===== config.mk =====
export PLATFORM = sky130hd
export DESIGN_NAME = led_strip_tx
export DESIGN_NICKNAME = d
export VERILOG_FILES = /design/src/rtl/led_pkg.sv /design/src/rtl/led_strip_tx_bit_clk.sv /design/src/rtl/led_strip_tx.sv
export SDC_FILE = /design/constraint.sdc
export NUM_CORES = 1
export LEC_CHECK = 0
export CAP_MARGIN = 5
export CORE_ASPECT_RATIO = 1.5
export CORE_MARGIN = 2
export CORE_UTILIZATION = 59
export CTS_CLUSTER_SIZE = 14
export DETAILED_ROUTE_END_ITERATION = 12
export GPL_ROUTABILITY_DRIVEN = 0
export HOLD_SLACK_MARGIN = 0.15
export PLACE_DENSITY = 0.85
export RECOVER_POWER = 25
export SLEW_MARGIN = 20
export SYNTH_ARGS = -nofsm -noshare
export SYNTH_HDL_FRONTEND = slang
export SYNTH_SLANG_ARGS = --single-unit

===== constraint.sdc =====
create_clock -name clk -period 3.65 [get_ports clk]
set_input_delay 1.095 -clock clk [delete_from_list [all_inputs] [get_ports clk]]
set_output_delay 1.095 -clock clk [all_outputs]
set_load 0.02 [all_outputs]

===== src/rtl/led_pkg.sv =====
// Shared types, frame constants and helpers for the APA102/SK9822 strip driver.
// LED_PIX_BRIGHT_EN widens pixels to carry a per-pixel 5-bit brightness.
package led_pkg;

  typedef enum logic [2:0] {
    IDLE,
    PRE_WAIT,
    START_FRM,
    LED_FRM,
    END_FRM,
    POST_WAIT
  } led_tx_state_t;

  localparam logic [2:0]  LED_HDR    = 3'b111;
  localparam logic [31:0] START_WORD = 32'h0;
  localparam logic [31:0] END_WORD   = 32'hFFFF_FFFF;

`ifdef LED_PIX_BRIGHT_EN
  localparam int unsigned PIX_W = 29;
`else
  localparam int unsigned PIX_W = 24;
`endif

  // End frame must supply at least n/2 clock edges to flush the chain.
  function automatic int unsigned end_words(input int unsigned n);
    return (n >> 6) + 1;
  endfunction

  // Wire format is header, brightness, then B, G, R from a packed {R,G,B}.
  function automatic logic [31:0] led_word(input logic [4:0] br, input logic [23:0] rgb);
    return {LED_HDR, br, rgb[7:0], rgb[15:8], rgb[23:16]};
  endfunction

endpackage


===== src/rtl/led_strip_tx_bit_clk.sv =====
// Bit-period divider: one bit per 2*DIV_CNT cycles, registered cko level.
module led_bit_clk #(
  parameter int unsigned DIV_CNT = 5
) (
  input  logic clk,
  input  logic rstn,
  input  logic run,
  input  logic cko_en,
  output logic cko_level,
  output logic bit_start,
  output logic bit_last
);

  localparam int unsigned CW = (2 * DIV_CNT > 1) ? $clog2(2 * DIV_CNT) : 1;

  logic [CW-1:0] cnt;
  logic [CW-1:0] cnt_nx;

  assign bit_start = (cnt == '0);
  assign bit_last  = (cnt == CW'(2 * DIV_CNT - 1));

  always_comb begin
    cnt_nx = cnt + CW'(1);
    if (!run || bit_last) cnt_nx = '0;
  end

  // cko tracks the counter value it will be paired with, so it is never late.
  always_ff @(posedge clk or negedge rstn) begin
    if (!rstn) begin
      cnt       <= '0;
      cko_level <= 1'b0;
    end else begin
      cnt       <= cnt_nx;
      cko_level <= run && cko_en && (cnt_nx >= CW'(DIV_CNT));
    end
  end

endmodule


===== src/rtl/led_strip_tx.sv =====
// APA102/SK9822 strip driver: CH data lanes on one shared cko, run-time LED count.
// Optional LED_PIX_BRIGHT_EN takes the header brightness from each pixel.
module led_strip_tx
  import led_pkg::*;
#(
  parameter  int unsigned MAX_LED  = 1024,
  parameter  int unsigned CH       = 1,
  parameter  int unsigned DIV_CNT  = 5,
  parameter  int unsigned WAIT_CNT = 5,
  localparam int unsigned LW       = $clog2(MAX_LED + 1)
) (
  input  logic                clk,
  input  logic                rstn,
  input  logic                start,
  input  logic [LW-1:0]       led_num,
  input  logic [4:0]          brightness,
  input  logic [CH*PIX_W-1:0] pix_data,
  input  logic                pix_valid,
  output logic                pix_ready,
  output logic                busy,
  output logic                done,
  output logic                underrun,
  output logic                cko,
  output logic [CH-1:0]       sdo
);

  localparam int unsigned WW = (WAIT_CNT > 1) ? $clog2(WAIT_CNT) : 1;

  led_tx_state_t         state, nx_state;
  logic [WW-1:0]         wait_cnt, nx_wait_cnt;
  logic [4:0]            bit_idx, nx_bit_idx;
  logic [LW-1:0]         word_cnt, nx_word_cnt;
  logic [LW-1:0]         acc_cnt, nx_acc_cnt;
  logic [LW-1:0]         n_led, nx_n_led;
  logic [LW-1:0]         n_end, nx_n_end;
  logic [4:0]            bright, nx_bright;
  logic                  pend_vld, nx_pend_vld;
  logic [CH*PIX_W-1:0]   pend_data, nx_pend_data;
  logic [CH-1:0][31:0]   shreg, nx_shreg;
  logic [CH-1:0]         nx_sdo;
  logic                  nx_ready, nx_busy, nx_done, nx_underrun;

  logic                  run_c, frame_c, bit_start, bit_last;
  logic                  load_led_c, accept_c;
  logic [LW-1:0]         led_clamp_c;
  logic [CH-1:0][31:0]   led_words_c;

  assign run_c   = (state != IDLE);
  assign frame_c = (state == START_FRM) || (state == LED_FRM) || (state == END_FRM);

  led_bit_clk #(.DIV_CNT(DIV_CNT)) u_bit_clk (
    .clk       (clk),
    .rstn      (rstn),
    .run       (run_c),
    .cko_en    (frame_c),
    .cko_level (cko),
    .bit_start (bit_start),
    .bit_last  (bit_last)
  );

  assign led_clamp_c = (led_num > LW'(MAX_LED)) ? LW'(MAX_LED) : led_num;
  assign accept_c    = pix_valid && pix_ready;

  // Next LED word per lane; an empty pending register yields a dark underrun word.
  always_comb begin
    led_words_c = '0;
    for (int i = 0; i < int'(CH); i++) begin
      if (pend_vld) begin
`ifdef LED_PIX_BRIGHT_EN
        led_words_c[i] = led_word(pend_data[i*PIX_W+24 +: 5], pend_data[i*PIX_W +: 24]);
`else
        led_words_c[i] = led_word(bright, pend_data[i*PIX_W +: 24]);
`endif
      end else begin
        led_words_c[i] = {LED_HDR, bright, 24'h0};
      end
    end
  end

  always_comb begin
    nx_state     = state;
    nx_wait_cnt  = wait_cnt;
    nx_bit_idx   = bit_idx;
    nx_word_cnt  = word_cnt;
    nx_acc_cnt   = acc_cnt;
    nx_n_led     = n_led;
    nx_n_end     = n_end;
    nx_bright    = bright;
    nx_pend_vld  = pend_vld;
    nx_pend_data = pend_data;
    nx_shreg     = shreg;
    nx_sdo       = sdo;
    nx_underrun  = underrun;
    nx_done      = 1'b0;
    load_led_c   = 1'b0;

    case (state)
      IDLE: begin
        // The divider is parked at zero in IDLE, so a bit period starts cleanly.
        if (start && bit_start) begin
          nx_state    = PRE_WAIT;
          nx_n_led    = led_clamp_c;
          nx_n_end    = LW'(end_words(32'(led_clamp_c)));
          nx_bright   = brightness;
          nx_underrun = 1'b0;
          nx_wait_cnt = '0;
          nx_acc_cnt  = '0;
          nx_pend_vld = 1'b0;
        end
      end
      PRE_WAIT: begin
        if (bit_last) begin
          if (wait_cnt == WW'(WAIT_CNT - 1)) begin
            nx_state   = START_FRM;
            nx_bit_idx = '0;
            nx_shreg   = {CH{START_WORD}};
            nx_sdo     = '0;
          end else begin
            nx_wait_cnt = wait_cnt + WW'(1);
          end
        end
      end
      START_FRM, LED_FRM, END_FRM: begin
        if (bit_last) begin
          if (bit_idx != 5'd31) begin
            nx_bit_idx = bit_idx + 5'd1;
            for (int i = 0; i < int'(CH); i++) begin
              nx_shreg[i] = {shreg[i][30:0], 1'b0};
              nx_sdo[i]   = shreg[i][30];
            end
          end else begin
            nx_bit_idx = '0;
            if ((state == START_FRM && n_led != '0) ||
                (state == LED_FRM && word_cnt != n_led - LW'(1))) begin
              nx_state    = LED_FRM;
              nx_word_cnt = (state == START_FRM) ? '0 : word_cnt + LW'(1);
              load_led_c  = 1'b1;
            end else if (state != END_FRM || word_cnt != n_end - LW'(1)) begin
              nx_state    = END_FRM;
              nx_word_cnt = (state == END_FRM) ? word_cnt + LW'(1) : '0;
              nx_shreg    = {CH{END_WORD}};
              nx_sdo      = '1;
              nx_pend_vld = 1'b0;
            end else begin
              nx_state    = POST_WAIT;
              nx_wait_cnt = '0;
              nx_sdo      = '1;
            end
          end
        end
      end
      POST_WAIT: begin
        if (bit_last) begin
          if (wait_cnt == WW'(WAIT_CNT - 1)) begin
            nx_state = IDLE;
            nx_done  = 1'b1;
          end else begin
            nx_wait_cnt = wait_cnt + WW'(1);
          end
        end
      end
      default: nx_state = IDLE;
    endcase

    if (load_led_c) begin
      nx_shreg = led_words_c;
      for (int i = 0; i < int'(CH); i++) nx_sdo[i] = led_words_c[i][31];
      if (!pend_vld) nx_underrun = 1'b1;
      nx_pend_vld = 1'b0;
    end

    // A word accepted on a load cycle lands in pending after the load.
    if (accept_c) begin
      nx_pend_vld  = 1'b1;
      nx_pend_data = pix_data;
      nx_acc_cnt   = acc_cnt + LW'(1);
    end

    nx_busy  = (nx_state != IDLE);
    nx_ready = ((nx_state == START_FRM) || (nx_state == LED_FRM)) &&
               !nx_pend_vld && (nx_acc_cnt < nx_n_led);
  end

  always_ff @(posedge clk or negedge rstn) begin
    if (!rstn) begin
      state     <= IDLE;
      wait_cnt  <= '0;
      bit_idx   <= '0;
      word_cnt  <= '0;
      acc_cnt   <= '0;
      n_led     <= '0;
      n_end     <= '0;
      bright    <= '0;
      pend_vld  <= 1'b0;
      pend_data <= '0;
      shreg     <= '0;
      sdo       <= '1;
      pix_ready <= 1'b0;
      busy      <= 1'b0;
      done      <= 1'b0;
      underrun  <= 1'b0;
    end else begin
      state     <= nx_state;
      wait_cnt  <= nx_wait_cnt;
      bit_idx   <= nx_bit_idx;
      word_cnt  <= nx_word_cnt;
      acc_cnt   <= nx_acc_cnt;
      n_led     <= nx_n_led;
      n_end     <= nx_n_end;
      bright    <= nx_bright;
      pend_vld  <= nx_pend_vld;
      pend_data <= nx_pend_data;
      shreg     <= nx_shreg;
      sdo       <= nx_sdo;
      pix_ready <= nx_ready;
      busy      <= nx_busy;
      done      <= nx_done;
      underrun  <= nx_underrun;
    end
  end

endmodule

* Yosys cells after proc, flatten, opt, wreduce, memory -nomap -nowiden
Index checks and enable logic that the tools add are counted.
Widths: inputs -> output; s select.
** Operators by class
- Add/subtract/negate cells :: 8
- Order comparisons :: 3
- Eq/ne operators :: 27
- Muxes and demuxes :: 69
- Bitwise gates (word level) :: 1
- Reduce and logical (&&, ||, !) cells :: 33
** Operators with widths (number)
- $mux 31 :: 7
- $mux 11 :: 10
- $pmux 31 s2 :: 1
- $mux 3 :: 15
- $mux 1 :: 25
- $mux 24 :: 1
- $add 11x1->11 const B :: 2
- $ne 11x11->1 :: 2
- $sub 11x1->11 const B :: 2
- $mux 5 :: 4
- $eq 3x2->1 const B :: 4
- $ne 2x2->1 const B :: 6
- $pmux 3 s4 :: 1
- $reduce_bool 3->1 :: 4
- $gt 11x11->1 const B :: 1
- $lt 11x11->1 :: 1
- $reduce_bool 11->1 :: 1
- $pmux 5 s2 :: 1
- $eq 3x3->1 const B :: 3
- $pmux 3 s3 :: 1
- $logic_and 1x1->1 :: 8
- $ne 4x4->1 const B :: 2
- $reduce_and 4->1 :: 2
- $reduce_and 8->1 :: 1
- other kinds (24) :: 36
** Word-level totals
- Register bits :: 126
- Bits of input ports :: 44
- Output and inout port bits :: 6
- Logic and storage cells :: 159

* Longest topological paths before layout
- Depth after elaboration :: 13
- Mapped depth :: 16
- Depth with buffers taken out :: 14

* By module
From an unflattened synthesis, not the netlist that was laid out.
** Unflattened totals
- Cells, all modules :: 716
- Area, all modules :: 6717.7 um2
** By module, submodules not included
- led_strip_tx :: times used 1, cells an instance 688, area an instance 6423.7 um2, seq. area each 2904.0 um2
- led_bit_clk :: times used 1, cells an instance 28, area an instance 294.0 um2, seq. area each 125.1 um2

* Least setup slack after synthesis
Ideal clock, no wire load.
- Path kind :: in2reg
- Start :: input port start
- End :: register pix_ready
- Setup time :: 86 ps
- Data arrival time :: 3215 ps
- Required time :: 3564 ps
- Path slack :: 349 ps
- Stages on the path :: 13
- Buffers on the path :: 2
- Cells stage by stage :: nor4bb_1 > nand2_1 > buf_2 > clkbuf_1 > a21oi_1 > ha_1 > a21oi_1 > nor2b_1 > o21ai_0 > a21oi_1 > nor3_1 > o21ai_0 > nor3_1
** Between the ends
- Cells in the longest elaborated chain, start to end :: 8
- Elaborated cells on any way between the ends :: 19
- Those cells by class :: 1 x order compare; 2 x eq/ne; 11 x mux; 5 x reduce/logical
** Ends and longest elaborated chain
- start, declared :: line led_strip_tx.sv:14 : input logic start,
- $logic_and 1x1->1 * :: line led_strip_tx.sv:100 : if (start && bit_start) begin
- parallel branches: the longest is 6 deep, another holds $lt 11x11->1
- $logic_and 1x1->1 * :: line led_strip_tx.sv:181 : !nx_pend_vld && (nx_acc_cnt < nx_n_led);
- net nx_ready :: line led_strip_tx.sv:41 : logic nx_ready, nx_busy, nx_done, nx_underrun;
- end signal, assigned :: line led_strip_tx.sv:215 : pix_ready <= nx_ready;
- end, declared :: line led_strip_tx.sv:19 : output logic pix_ready,
Mark *: on every way through the listed nets, which the timed path passes.
A chain may end at the register's enable or synchronous reset.

* Worst setup path after layout
- Start :: input port start
- End :: register pix_ready
** Between the ends
- Elaborated cells on any way between the ends :: 19
- Those cells by class :: 1 x order compare; 2 x eq/ne; 11 x mux; 5 x reduce/logical
** RTL lines
- $logic_and 1x1->1 :: line led_strip_tx.sv:100
- $mux 11 :: line led_strip_tx.sv:100
- $mux 11 :: line led_strip_tx.sv:97 : case (state)
- $mux 11 :: line led_strip_tx.sv:173 : if (accept_c) begin
- net nx_acc_cnt[4] :: line led_strip_tx.sv:33 : logic [LW-1:0] acc_cnt, nx_acc_cnt;
- $lt 11x11->1 :: line led_strip_tx.sv:181
- $logic_and 1x1->1 :: line led_strip_tx.sv:181
- net nx_ready :: line led_strip_tx.sv:41
The timed path passes the listed nets, and every way through them passes these cells.

==> impl_metrics.json <==
{
  "drcViolationCount": 0,
  "grtUsageTotal_pct": 28.7,
  "hp-class": "reg -> reg",
  "arrival_ns": 3.96,
  "synth_area_sq_um": 6500,
  "grt_start_max_net_pins": 50,
  "startpoint": "start",
  "final_area_sq_um": 7750,
  "vias": 5469,
  "power.density_nw_per_um2": 402,
  "synth_mux_area_share_pct": 6.33,
  "synthAdderAreaFrac_pct": 4.43,
  "yosys_warnings": 0,
  "ant_nets": 0,
  "wl_mm": 16.0,
  "dr.pass1.iters": 5,
  "hold_buffers": 0,
  "die_h_microns": 133,
  "dr.first_iter.drc_count": 398,
  "clock_latency_ns": 0.42,
  "antenna_found_initial": 0,
  "cts_max_level": 4,
  "period_share_pct": 99.9,
  "synth_area_leader_cell": "dfrtp_1",
  "cp_data_required_time_ns": 3.97,
  "synth_top_flop_cell": "dfrtp_1",
  "ir_drop_uv": 384,
  "async_flop_share_pct": 100,
  "root_buffer": "clkbuf_16",
  "synthCells": 672,
  "start_util_pct": 61.0,
  "start_kind": "input port",
  "synth_enable_flop_cells": 0,
  "timing.rr.start": "n_end[0]",
  "rows": 46,
  "worst_slew_margin_rel_pct": -74.4,
  "n_antenna_cell": 0,
  "clock_sinks": 121,
  "yosysSeqAreaShare_pct": 46.6,
  "syn2layout_area_growth_pct": 19.3,
  "core_sq_um": 10600,
  "place_area_sq_um": 7170,
  "dp_hpwl_mm": 11.0,
  "worst-slew-pin-transition_ns": 2.62,
  "synthTopCellsByCount": "dfrtp_1 (120), o21ai_0 (63), nor2_1 (58)",
  "clk_path_buf_depth": 2,
  "total_power_mw": 3.12,
  "synth-simple-area-share_pct": 17.3,
  "grt_pass1_vias": 5668,
  "clk_pin_slew_ns": 0.06,
  "finalMaxSlewViolations": 47,
  "boundaryPins": 50,
  "synth_xor_area_share_pct": 3.60,
  "syn_nets": 739,
  "syn_area_per_cell_sq_um": 9.67,
  "numPortBuffers": 49,
  "grt_pass1_wl_mm": 26.7,
  "rsz0062_at_grt": "false",
  "fin_crit_ns": 3.65,
  "max_freq_ghz": 0.274,
  "synth_most_common_cell": "dfrtp_1",
  "hold_viol": 0,
  "setup_violations": 0,
  "cts_tree": "built",
  "synth_cell_type_count": 68,
  "fin_nets": 789,
  "dieArea_sq_um": 11900,
  "synth_top_family_by_area": "simple AND/OR/NAND/NOR gates",
  "die_w_microns": 89.7,
  "critPathCaptureType": "register",
  "fillers": 681,
  "worstSetupPathType": "in -> reg",
  "skew_ns": 0.00935,
  "hold_slack_ns": 0.476,
  "synth_compound_area_share_pct": 17.2,
  "outcome": "finished with violations",
  "synth.area.top_cells": "dfrtp_1 (46%), mux2_2 (5.7%), o21ai_0 (4.9%)",
  "leakagePower_nw": 3.39,
  "route.detailed.vias_per_inst": 6.22,
  "drive_gt1_share_pct": 14.7,
  "cap_viol_max_count": 1,
  "post_drt_wl_per_cell_microns": 18.2,
  "worstHoldStart": "shreg[27]",
  "netlist.area_leader.share_pct": 46.2,
  "worstPathMaxFanout": 5,
  "violations": "capacitance limit, slew limit",
  "grt_overflow": 0,
  "cts_made_buffers": 17,
  "ys_seq_elements": 121
}
## path summary, 6_finish.rpt
path	to	slack, ns	cells past startpoint
worst max-delay path	pix_ready	0.003	14
min in group asynchronous	acc_cnt[4]	1.49	1
worst min-delay path	shreg[27]	0.48	2
worst min register to register	shreg[27]	0.48	2
max in group asynchronous	pend_data[21]	0.66	1
worst max register to register	shreg[11]	0.19	10
## area by class of cell
class | count | area [sq um] | share of cell area, %
sequential | 121 | 3030 | 39.1
timing repair buffer | 72 | 669 | 8.64
inverter | 29 | 109 | 1.40
clock inverter | 15 | 158 | 2.03
tap | 144 | 180 | 2.32
clock buffer | 17 | 425 | 5.49
multi-input combinational | 481 | 3180 | 41.0
## state kept, by name, summed over array words and instances, names as in the netlist
name	cells
u_bit_clk.cko_level	1
acc_cnt	11
pend_data	24
n_end	6
sdo	1
word_cnt	11
underrun	1
pix_ready	1
bit_idx	5
busy	1
n_led	11
u_bit_clk.cnt	4
bright	5
wait_cnt	3
shreg	31
done	1
state	3
pend_vld	1
## layout by cell type, fill, tap and decap left out, types with 4 or more instances in the layout
cell	n
clkbuf_16	17
o211ai_1	6
nand2_1	51
ha_1	23
or3_1	6
nor4_1	6
clkdlybuf4s50_1	48
or2_2	5
inv_6	5
nand3_1	23
mux2i_1	4
clkinv_4	4
a22oi_1	23
a21oi_1	30
xnor2_1	18
o31ai_1	7
xor2_1	6
nand4_1	6
and3_1	6
nor3_1	13
inv_1	29
nor3b_1	7
o21ai_0	63
o21a_1	5
and2_1	5
dfrtp_1	120
nand2b_1	10
mux2_2	33
nor2b_1	6
o22ai_1	6
nor2_1	58
buf_4	22
o21ai_1	8
## logic make-up after synthesis
logic type / count (synthesis)
DFF: 121
adders and majority gates: 23
and+or+nand+nor: 220
buffers and inverters: 70
xor gates and xnor gates: 25
AOI/OAI and AO/OA: 176
muxes: 37
## power by group
| group | leakage [nW] | internal, mW | switching, mW |
|---|---|---|---|
| sequential | 1.61 | 1.36 | 0.00944 |
| combinational | 1.50 | 0.0571 | 0.0442 |
| clock | 0.281 | 0.964 | 0.687 |
| total | 3.39 | 2.38 | 0.741 |
## critical path, stage by stage
cell	delay, ns
clkdlybuf4s50_1	0.46
nor4bb_1	0.28
buf_4	0.21
nand3_1	0.19
nand3_1	0.16
o21ai_0	0.16
ha_1	0.34
a21oi_1	0.18
nor2b_1	0.09
o21ai_0	0.22
a21oi_1	0.11
nor3_1	0.13
o21ai_0	0.12
nor3_1	0.20
## metrics by stage
step                      setup TNS (ns)  utilization, %  cells  worst slack [ns]
after global routing                   0            72.8    879          0.000184
after CTS                              0            72.8    879            0.0210
after global placement                 0            67.3    847            0.0111
after floorplan                        0               -    672             0.349
after detailed placement          -0.119            67.3    847            -0.119
final                                  0            72.8    879           0.00344
## layer usage
| metal | track usage (%) | vias up | wire length [microns] |
|---|---|---|---|
| met1 | 32.8 | 2657 | 5990 |
| met5 | 0 | - | 0 |
| li1 | - | 2505 | - |
| met3 | 6.36 | 54 | 840 |
| met2 | 49.0 | 253 | 8610 |
| met4 | 14.3 | 0 | 594 |
## repair_timing
action	in CTS	in global routing
buffers inserted	0	0
endpoints found under the setup margin	30	25
pin swaps	0	0
gates resized for setup	1	1
Power figures use the tool's default switching activity.
